$ cat src/rtl/multi_debouncer.sv
// ============================================================================
// Module   : multi_debouncer
// Purpose  : N-channel push-button conditioner. Each channel has a two-flop
//            synchroniser, press and release debouncing, press/release
//            strobes and a long-press flag.
// Option   : define MULTI_DEBOUNCER_AUTOREPEAT_EN to repeat press_pulse
//            while long_press is held.
// Revision : 1.0 - initial release
// ============================================================================
`default_nettype none

module multi_debouncer #(
   parameter int N_CH          = 4,
   parameter int STABLE_CYCLES = 10000,
   parameter int HOLD_CYCLES   = 50000000,
   parameter int REPEAT_CYCLES = 10000000
) (
   input  logic            clk,
   input  logic            reset_n,
   input  logic [N_CH-1:0] button_in,
   output logic [N_CH-1:0] button_level,
   output logic [N_CH-1:0] press_pulse,
   output logic [N_CH-1:0] release_pulse,
   output logic [N_CH-1:0] long_press
);

   localparam int CW = $clog2(STABLE_CYCLES + 1);
   localparam int HW = $clog2(HOLD_CYCLES + 1);
   localparam logic [CW-1:0] STABLE_LAST = CW'(STABLE_CYCLES - 1);
   localparam logic [HW-1:0] HOLD_MAX    = HW'(HOLD_CYCLES);
   localparam logic [HW-1:0] HOLD_LAST   = HW'(HOLD_CYCLES - 1);
`ifdef MULTI_DEBOUNCER_AUTOREPEAT_EN
   localparam int RW = $clog2(REPEAT_CYCLES + 1);
   localparam logic [RW-1:0] REPEAT_LAST = RW'(REPEAT_CYCLES - 1);
`endif

   if (STABLE_CYCLES < 1 || HOLD_CYCLES < 1 || REPEAT_CYCLES < 1) begin : g_bad_params
      $error("multi_debouncer: cycle parameters must be >= 1");
   end

   for (genvar i = 0; i < N_CH; i++) begin : g_ch
      logic          s1, s2;
      logic          level, press, rel, lng;
      logic [CW-1:0] cnt;
      logic [HW-1:0] hcnt;
      logic          accept;
`ifdef MULTI_DEBOUNCER_AUTOREPEAT_EN
      logic [RW-1:0] rcnt;
`endif

      // A level change is accepted on the last of STABLE_CYCLES mismatch cycles
      assign accept = (s2 != level) && (cnt == STABLE_LAST);

      always_ff @(posedge clk or negedge reset_n) begin
         if (!reset_n) begin
            s1    <= 1'b0;
            s2    <= 1'b0;
            level <= 1'b0;
            press <= 1'b0;
            rel   <= 1'b0;
            lng   <= 1'b0;
            cnt   <= '0;
            hcnt  <= '0;
`ifdef MULTI_DEBOUNCER_AUTOREPEAT_EN
            rcnt  <= '0;
`endif
         end else begin
            s1    <= button_in[i];
            s2    <= s1;
            press <= accept && !level;
            rel   <= accept && level;

            if (s2 == level) begin
               cnt <= '0;
            end else if (accept) begin
               cnt   <= '0;
               level <= ~level;
            end else begin
               cnt <= cnt + CW'(1);
            end

            // Long-press flag drops on the same edge that the level falls
            if (!level || accept) begin
               hcnt <= '0;
               lng  <= 1'b0;
            end else if (hcnt != HOLD_MAX) begin
               hcnt <= hcnt + HW'(1);
               if (hcnt == HOLD_LAST) begin
                  lng <= 1'b1;
               end
            end

`ifdef MULTI_DEBOUNCER_AUTOREPEAT_EN
            if (!level || accept) begin
               rcnt <= '0;
            end else if (hcnt == HOLD_LAST) begin
               press <= 1'b1;
               rcnt  <= '0;
            end else if (lng) begin
               if (rcnt == REPEAT_LAST) begin
                  press <= 1'b1;
                  rcnt  <= '0;
               end else begin
                  rcnt <= rcnt + RW'(1);
               end
            end
`endif
         end
      end

      assign button_level[i]  = level;
      assign press_pulse[i]   = press;
      assign release_pulse[i] = rel;
      assign long_press[i]    = lng;
   end

endmodule

`default_nettype wire

$ cat config.mk
export PLATFORM = sky130hd
export DESIGN_NAME = multi_debouncer
export DESIGN_NICKNAME = d
export VERILOG_FILES = /design/src/rtl/multi_debouncer.sv
export SDC_FILE = /design/constraint.sdc
export NUM_CORES = 1
export LEC_CHECK = 0
export CAP_MARGIN = 10
export CORE_ASPECT_RATIO = 1.2
export CORE_UTILIZATION = 60
export CTS_BUF_LIST = sky130_fd_sc_hd__clkbuf_8 sky130_fd_sc_hd__clkbuf_16
export CTS_CLUSTER_DIAMETER = 120
export DETAILED_ROUTE_END_ITERATION = 16
export PLACE_DENSITY_LB_ADDON = 0.05
export SYNTH_ARGS = -nofsm -noshare
export SYNTH_HDL_FRONTEND = slang
export SYNTH_SLANG_ARGS = --single-unit
$ cat constraint.sdc
create_clock -name clk -period 2.85 [get_ports clk]
set_clock_uncertainty 0.05 [all_clocks]
set_input_delay 0.4275 -clock clk [delete_from_list [all_inputs] [get_ports clk]]
set_output_delay 0.4275 -clock clk [all_outputs]
set_load 0.03 [all_outputs]
==> results.cfg <==
[run_status]
status = finished, final reports clean

[synth]
synth_nets = 906
synthAdderAreaFrac_pct = 1.69
synth_flop_cell = dfrtp_1
synth_top_family_by_area = simple AND/OR/NAND/NOR gates
synth_cells = 888
synthArstFlopShare_pct = 100
yosysSeqAreaShare_pct = 51.8
synth_edf_count = 0
synth_area_per_cell_um2 = 10.0
synth.distinct_cells = 45
ys_ff_latch = 184
synth-compound-area-share_pct = 1.77
muxShareOfSynthArea_pct = 0.956
synth-simple-area-share_pct = 26.8
synth_xor_area_share_pct = 13.9
yosysWarningCount = 0
syn_area_um2 = 8900

[pwr]
p_int_mw = 3.95
seq_power_share_pct = 53.4
total_power_mw = 4.96
clockPowerShare_pct = 44.6
irDropWorstVdd_mv = 0.401
p_sw_mw = 1.01
power.leakage_nw = 4.01
swShare_pct = 20.3
p_per_area_nw_per_um2 = 508
combPwrFrac_pct = 2.0

[route]
drt-total-wl_um = 15900
drt-met1-wl_um = 7070
vias_per_cell = 5.67
drc = 0
top_layer_used = met4
dr_wl_met2_um = 8240
ant_nets = 0
dr.pass1.iters = 4
met3_length_um = 308
drtIter0Drc = 304
wl_per_cell_um = 14.6
num_vias = 6178

[floorplan]
die_height_um = 135
row_count = 48
dieWidth_um = 113
core-area_um2 = 14400
floorplan.initialDensity_pct = 61.7
ios = 22
die_area_um2 = 15300

[sta]
fin_ws_ns = 0.422
fmax_mhz = 412
hold_viol = 0
rsz0062_at_grt = no
min_period_ns = 2.43
hold_slack_ns = 0.306
timing.slew.headroom_pct = 51.8
slew_viol_final = 0
fin_setup_tns_ns = 0
tightest_slew_ns = 0.717
fin_crit_sh_pct = 85.2
setup_viol = 0

[critical_path]
cp_common_cell = or4_1
cp-start-kind = register
crit_chain = or4_1, or4_1, o21ai_4, buf_4, nor2_1
setup.worst_path.end_class = register
cp.required_ns = 3.10
crit_fanout = 27
worstSetupPathType = reg2reg
critPathArrivalTime_ns = 2.68
critPathMaxStageDelay_ns = 0.67
slowest_stage = or4_1

[placed_design]
placed_area_um2 = 9200
dpl_worst_slack_ns = 0.469
numPortBuffers = 21
gp_congestion = 0.851
place_hpwl_um = 10700

[grt]
grt_pass1_wl_um = 27800
grt_max_degree = 77
grt_pass1_vias = 6260
overflow = 0
antenna_found_initial = 0
grt_use_total_pct = 22.6

[run]
max_cap_violations = 0

[cts]
post_cts_resized = 0
htree_levels = 4
clk_latency_ns = 0.43
cts_buffer_depth = 2
tritoncts_num_sinks = 184
clkSlewWorstSetupHoldPaths_ns = 0.06
clock_tree.root_cell = clkbuf_16
tritoncts = done
cts_buffers = 17

[final_layout]
drive_above_1_share_pct = 5.47
final_area_um2 = 9760
nets = 920
syn_to_final_growth_pct = 9.76
diodes = 0

[hold_path]
hp-class = reg2reg
-- critical path, delay by kind of cell, from the launching register on --
| family | cells | cell delay, ns |
|---|---|---|
| AND/OR/NAND/NOR | 3 | 1.32 |
| flip-flops | 1 | 0.43 |
| buffers and inverters | 1 | 0.31 |
| AO/OA/AOI/OAI | 1 | 0.19 |
-- path summary, 6_finish.rpt --
check | startpoint | to | slack [ns] | cells after the start
worst max-delay path | g_ch[3].cnt[7]$_DFF_PN0_ | g_ch[3].hcnt[15]$_DFFE_PN0P_ | 0.42 | 5
worst min-delay path | g_ch[1].s1$_DFF_PN0_ | g_ch[1].s2$_DFF_PN0_ | 0.31 | 0
worst max register to register | g_ch[3].cnt[7]$_DFF_PN0_ | g_ch[3].hcnt[15]$_DFFE_PN0P_ | 0.42 | 5
worst min register to register | g_ch[1].s1$_DFF_PN0_ | g_ch[1].s2$_DFF_PN0_ | 0.31 | 0
max in group asynchronous | reset_n | g_ch[0].hcnt[5]$_DFFE_PN0P_ | 1.55 | 3
min in group asynchronous | reset_n | g_ch[2].cnt[13]$_DFF_PN0_ | 0.45 | 2
-- state kept, by name, indices dropped and copies added (netlist names) --
| name | count |
|---|---|
| g_ch.cnt | 56 |
| g_ch.lng | 4 |
| g_ch.s1 | 4 |
| g_ch.level | 4 |
| g_ch.rel | 4 |
| g_ch.s2 | 4 |
| g_ch.hcnt | 104 |
| g_ch.press | 4 |
-- cells in the mapped netlist (all sizes together) (8+ instances only) --
master	n	area, µm²
dfrtp	184	4600
nor2	183	687
xor2	92	806
nand3	65	325
nand2	52	195
xnor2	49	429
nand4	40	250
and3	26	163
buf	26	183
nor3	21	115
inv	17	63.8
and4	14	123
a21oi	12	60.1
ha	12	150
clkbuf	10	37.5
nor3b	9	67.6
nor4	9	77.6
or3	9	56.3
nor4b	8	70.1
o21ai	8	55.1
-- per-stage QoR --
| stage | util (%) | std cells |
|---|---|---|
| 2_1_floorplan | - | 888 |
| 3_3_place_gp | 63.8 | 1057 |
| 6_report | 67.7 | 1089 |
| 5_1_grt | 67.7 | 1089 |
| 4_1_cts | 67.7 | 1089 |
| 3_5_place_dp | 63.8 | 1057 |
-- layout by cell type, fill, tap and decap left out, drive strengths merged, types with 2 or more instances in the layout --
cell           count
xnor2             49
or3                9
nand4b             4
nor4b              8
or4                4
nor4bb             4
clkdlybuf4s50     20
inv               24
nor4               9
nand3             65
nor3b              9
ha                12
a21oi             12
or4b               3
mux2i              4
mux2               4
and2               4
nor2b              3
o21ai              8
nor3              21
and3              26
nand2             52
or3b               2
clkbuf            22
nand2b             3
nand4             40
and4              14
buf               10
xor2              92
dfrtp            184
nor2             183
-- per-layer routing --
layer  track usage (%)  vias up
met5                 0        -
met4              10.1        0
met3              3.62       23
met2              40.3       72
met1              26.9     3064
li1                  -     3019
-- cell families (layout without fill, tap and decap cells) --
logic type,after synthesis,after routing
multiplexers,8,8
adder cells (fa/ha/maj),12,12
AND/OR/NAND/NOR,467,467
XOR/XNOR,141,141
flip-flops,184,184
buffers and inverters,53,79
AO/OA/AOI/OAI,23,23
-- power groups by stage --
stage	Clock [mW]	Combinational [mW]	Sequential [mW]
final	2.21	0.0998	2.65
after floorplan	0	0.0314	2.69
after detailed placement	0	0.103	2.70
after CTS	2.26	0.106	2.65
after global placement	0	0.0999	2.69
after global routing	2.36	0.118	2.65
-- final cells by class --
class / instances / area (µm²)
clock buffer: 22 / 494
clock inverter: 9 / 61.3
fill: 1159 / 4650
inverter: 17 / 63.8
multi-input combinational: 651 / 4010
sequential: 184 / 4600
tap: 175 / 219
timing repair buffer: 31 / 314
-- what timing repair did --
action / in CTS / in global routing
hold endpoints to repair: 46 / 0
buffers inserted: 0 / 0
hold buffers: 1 / 0
Power figures use the tool's default switching activity.
